[src/rtl/instr_fetch.sv]
// Fetch/issue sequencer: PC, synchronous ROM read, valid/ready issue to decode, branch redirect, HALT stop.
// Three cycles per instruction (REQ, WAIT, ISSUE); stalls in ISSUE holding instr/pc_out while instr_ready is low.
module instr_fetch #(
   parameter int            PW         = 10,
   parameter int            IW         = 9,
   parameter logic [IW-1:0] HALT_INSTR = {IW{1'b1}}
) (
   input  logic          clk,
   input  logic          reset,
   input  logic          start,
   input  logic [PW-1:0] start_addr,
   output logic [PW-1:0] imem_addr,
   output logic          imem_rd,
   input  logic [IW-1:0] imem_rdata,
   output logic [IW-1:0] instr,
   output logic          instr_valid,
   input  logic          instr_ready,
   output logic [PW-1:0] pc_out,
   input  logic          branch,
   input  logic [PW-1:0] branch_target,
   output logic          done,
   output logic [15:0]   icount
);

   typedef enum logic [2:0] {
      S_IDLE,
      S_REQ,
      S_WAIT,
      S_ISSUE,
      S_DONE
   } state_t;

   state_t        state;
   state_t        state_nxt;
   logic [PW-1:0] pc;
   logic [PW-1:0] pc_nxt;
   logic          accept;
   logic          is_halt;
   logic          start_ok;
   logic          imem_rd_nxt;
   logic          instr_valid_nxt;
   logic          done_nxt;

   assign accept   = instr_valid & instr_ready;
   assign is_halt  = (instr == HALT_INSTR);
   assign start_ok = start & ((state == S_IDLE) | (state == S_DONE));

   always_ff @(posedge clk or posedge reset) begin
      if (reset) begin
         state <= S_IDLE;
      end else begin
         state <= state_nxt;
      end
   end

   always_comb begin
      state_nxt = state;
      case (state)
         S_IDLE:  if (start) state_nxt = S_REQ;
         S_DONE:  if (start) state_nxt = S_REQ;
         S_REQ:   state_nxt = S_WAIT;
         S_WAIT:  state_nxt = S_ISSUE;
         S_ISSUE: if (accept) state_nxt = is_halt ? S_DONE : S_REQ;
         default: state_nxt = S_IDLE;
      endcase
   end

   // Output flags are decoded from the next state so they come straight out of flops.
   always_comb begin
      imem_rd_nxt     = (state_nxt == S_REQ);
      instr_valid_nxt = (state_nxt == S_ISSUE);
      done_nxt        = (state_nxt == S_DONE);
   end

   always_comb begin
      pc_nxt = pc;
      if (start_ok) begin
         pc_nxt = start_addr;
      end else if (accept && !is_halt) begin
         pc_nxt = branch ? branch_target : pc + PW'(1);
      end
   end

   always_ff @(posedge clk or posedge reset) begin
      if (reset) begin
         pc          <= '0;
         imem_addr   <= '0;
         imem_rd     <= 1'b0;
         instr       <= '0;
         instr_valid <= 1'b0;
         pc_out      <= '0;
         done        <= 1'b0;
         icount      <= '0;
      end else begin
         pc          <= pc_nxt;
         imem_rd     <= imem_rd_nxt;
         instr_valid <= instr_valid_nxt;
         done        <= done_nxt;
         if (state_nxt == S_REQ) begin
            imem_addr <= pc_nxt;
         end
         if (state == S_WAIT) begin
            instr  <= imem_rdata;
            pc_out <= pc;
         end
         if (start_ok) begin
            icount <= '0;
         end else if (accept && (icount != 16'hFFFF)) begin
            icount <= icount + 16'd1;
         end
      end
   end

endmodule
[config.mk]
export PLATFORM = sky130hd
export DESIGN_NAME = instr_fetch
export DESIGN_NICKNAME = d
export VERILOG_FILES = /design/src/rtl/instr_fetch.sv
export SDC_FILE = /design/constraint.sdc
export NUM_CORES = 1
export LEC_CHECK = 0
export CORE_MARGIN = 3
export CORE_UTILIZATION = 35
export CTS_BUF_LIST = sky130_fd_sc_hd__clkbuf_4
export DETAILED_ROUTE_END_ITERATION = 12
export GPL_TIMING_DRIVEN = 0
export SLEW_MARGIN = 40
export SYNTH_ARGS = -nofsm -noshare
export SYNTH_HDL_FRONTEND = slang
export SYNTH_SLANG_ARGS = --single-unit
[constraint.sdc]
create_clock -name clk -period 6.12 [get_ports clk]
set_clock_uncertainty 0.05 [all_clocks]
set_input_delay 1.224 -clock clk [delete_from_list [all_inputs] [get_ports clk]]
set_output_delay 1.224 -clock clk [all_outputs]
set_load 0.02 [all_outputs]
==> impl_metrics.toml, run 1 <==
[run_status]
outcome = "finished, final reports clean"

[critical_path]
cp_max_fo = 10
worstPathArrival_ns = 3.42
end_kind = "flop"
start_kind = "input pin"
criticalPathCategory = "in -> reg"
cp.required_ns = 6.35

[clock_tree]
cts_max_level = 3
post-cts-setup-buffers = 0
ctsRootBufferMaster = "clkbuf_4"
cts_inserted_buffers = 9
cts.path.max_buffers = 2
holdBufCountCts = 0
clk_pin_slew_ns = 0.11
cts-resized-gates = 0
clk-insertion-delay-late_ns = 0.40
clock_sinks = 61
tritoncts = "done"

[timing]
hold_slack_ns = 0.4163
max_freq_mhz = 313.7
rsz0062_at_grt = "no"
slew_headroom_pct = 57.03
fin_crit_sh_pct = 52.08
slew_violations = 0
worst_slew_pin_slew_ns = 0.6421
hold_viol = 0
final.setup.tns_ns = 0
setup_viol = 0
fin_crit_ns = 3.188

[synth]
synthCells = 284
ys_warn_count = 0
syn-mean-instance-area_um2 = 10.46
synth_most_common_cell = "dfrtp_1"
yosys_most_used_dff = "dfrtp_1"
syn-cell-area_mm2 = 0.002970
synth_top_area_share_pct = 51.39
synth.area.top_cells = "dfrtp_1, mux2_2, nor2_1"
syn-num-nets = 320
ys_seq_area_share_pct = 51.39
synthDistinctLibCells = 52
synth_top_cells_by_count = "dfrtp_1, nor2_1, mux2_2"
synth_top_area_cell = "dfrtp_1"
ys_ff_latch = 61
synth-edff-count = 0
postSynth.asyncResetShare_pct = 100.0

[layout]
finalNetCount = 413
area.growth.synth_to_final_pct = 37.53
fin_util_pct = 51.27
drive_gt1_share_pct = 14.70
diodes = 0
fillers = 737

[placement]
port_buffers = 81
dp_hpwl_um = 5607
gp_congestion = 0.8919

[floorplan]
start_util_pct = 37.28
dieArea_mm2 = 0.009629
coreArea_mm2 = 0.007968
num_io_pins = 82
die_w_um = 98.13
die_y_um = 98.13
num_rows = 32

[routing]
drt_iter0_markers = 95
wirelength_um = 7586
drtPass1Iterations = 4
drt-wirelength-per-cell_um = 15.71
drc_errors = 0
viasPerCell = 5.248
ant_nets = 0
via_count = 2535

[global_route]
grt_overflow = 0
antenna_found_initial = 0
grt_max_degree = 36
grt.total_usage_pct = 16.70
grt_pass1_vias = 2586
grt_pass1_wl_um = 12860

[power]
p_leak_nw = 1.608
ir_drop_mv = 0.2640
powerDensity_mw_per_mm2 = 452.6

[min_path]
min_path_type = "reg -> reg"

[job]
maxCapViolations = 0
metrics by stage:
step / worst slack, ns / power [mW] / std cells / area (um^2)
finish: 2.932 / 1.849 / 483 / 4085
global route: 2.815 / 1.981 / 483 / 4085
detailed placement: 2.522 / 1.544 / 468 / 3931
CTS: 2.946 / 1.867 / 483 / 4083
floorplan: 3.333 / 1.170 / 284 / 2970
global placement: 2.185 / 1.534 / 467 / 3909
cell type report:
class | instances | area (um^2) | area share (%)
Buffer | 9 | 52.55 | 1.286
Inverter | 10 | 40.04 | 0.9801
Sequential cell | 61 | 1526 | 37.37
Tap cell | 102 | 127.6 | 3.124
Multi-Input combinational cell | 204 | 1356 | 33.20
Clock buffer | 10 | 75.07 | 1.838
Timing Repair Buffer | 82 | 830.8 | 20.34
Clock inverter | 5 | 76.32 | 1.868
path summary, 6_finish.rpt:
path / start / end / slack, ns / cells after the start
worst max-delay path: instr_ready / imem_addr[2] / 2.93 / 7
worst min-delay path: state[2] / state[1] / 0.42 / 1
worst max register to register: state[2] / imem_addr[2] / 3.87 / 6
worst min register to register: state[2] / state[1] / 0.42 / 1
max in group asynchronous: reset / imem_addr[4] / 4.42 / 3
min in group asynchronous: reset / done / 1.09 / 2
sequential cells by signal, indices dropped and copies added (netlist names):
name	cells
instr	9
pc	10
icount	16
instr_valid	1
done	1
imem_addr	10
pc_out	10
imem_rd	1
state	3
power breakdown:
part	internal [mW]	leakage (nW)	switching, mW
Sequential	0.560	0.742	0.148
Clock	0.166	0.0799	0.147
Combinational	0.412	0.786	0.416
Total	1.14	1.61	0.711
cell families after synthesis:
kind of cell	Yosys count	share of synthesized area, %
DFF	61	51.39
xor gates and xnor gates	10	2.949
buffers and inverters	19	3.032
muxes	26	9.773
and+or+nand+nor	99	17.94
adders and majority gates	2	0.8423
AOI/OAI and AO/OA	67	14.07
metal layers:
layer / vias up / global-route usage [%] / wire length, um
met1: 1223 / 22.68 / 3651
met3: 9 / 5.714 / 474
met2: 82 / 25.39 / 3394
li1: 1221 / - / -
met4: 0 / 4.792 / 66
met5: - / 0 / 0
worst max-delay path, stage by stage:
cell and delay [ns]:
clkdlybuf4s50_1 0.56, and3_1 0.26, nand2b_1 0.10, nor2_1 0.50
nor2_1 0.19, inv_2 0.22, mux2_2 0.36
placed cells by master, fill, tap and decap left out, types with 2 or more instances in the layout:
cell              n
o21ai_0          18
or3_1             4
a21oi_1          18
nand4_1           4
inv_1             8
nor3_1            9
clkbuf_4         10
clkdlybuf4s50_1  81
nand3_1           9
o21a_1            2
ha_1              2
o211ai_1          2
a211oi_1          4
nand4_2           2
dfrtp_1          61
xor2_1            2
nor2_2            2
o31a_1            2
nand2_1          16
nor2_1           30
nor4_1            2
nand2b_1          5
mux2_2           24
o22ai_1           8
and2_1            3
clkbuf_1          6
mux2i_1           2
bufinv_16         2
a31oi_1           3
xnor2_1           8
and3_1            3
(Power assumes the default switching activity.)
==> inputs of run 2 (changes only) <==
clock period = 3.3 ns   (was 6.12 ns; I/O delays follow)
==> results of run 2 <==
The final DEF is identical to that of run 1. Status: finished, final reports clean.
Among the figures that moved: setup slack after placement 2.522 ns -> 0.2660 ns; setup slack after layout 2.932 ns -> 0.6764 ns; register-to-register setup slack 3.87 ns -> 1.05 ns; total power 1.849 mW -> 3.429 mW; worst IR drop on VDD 0.2640 mV -> 0.4895 mV
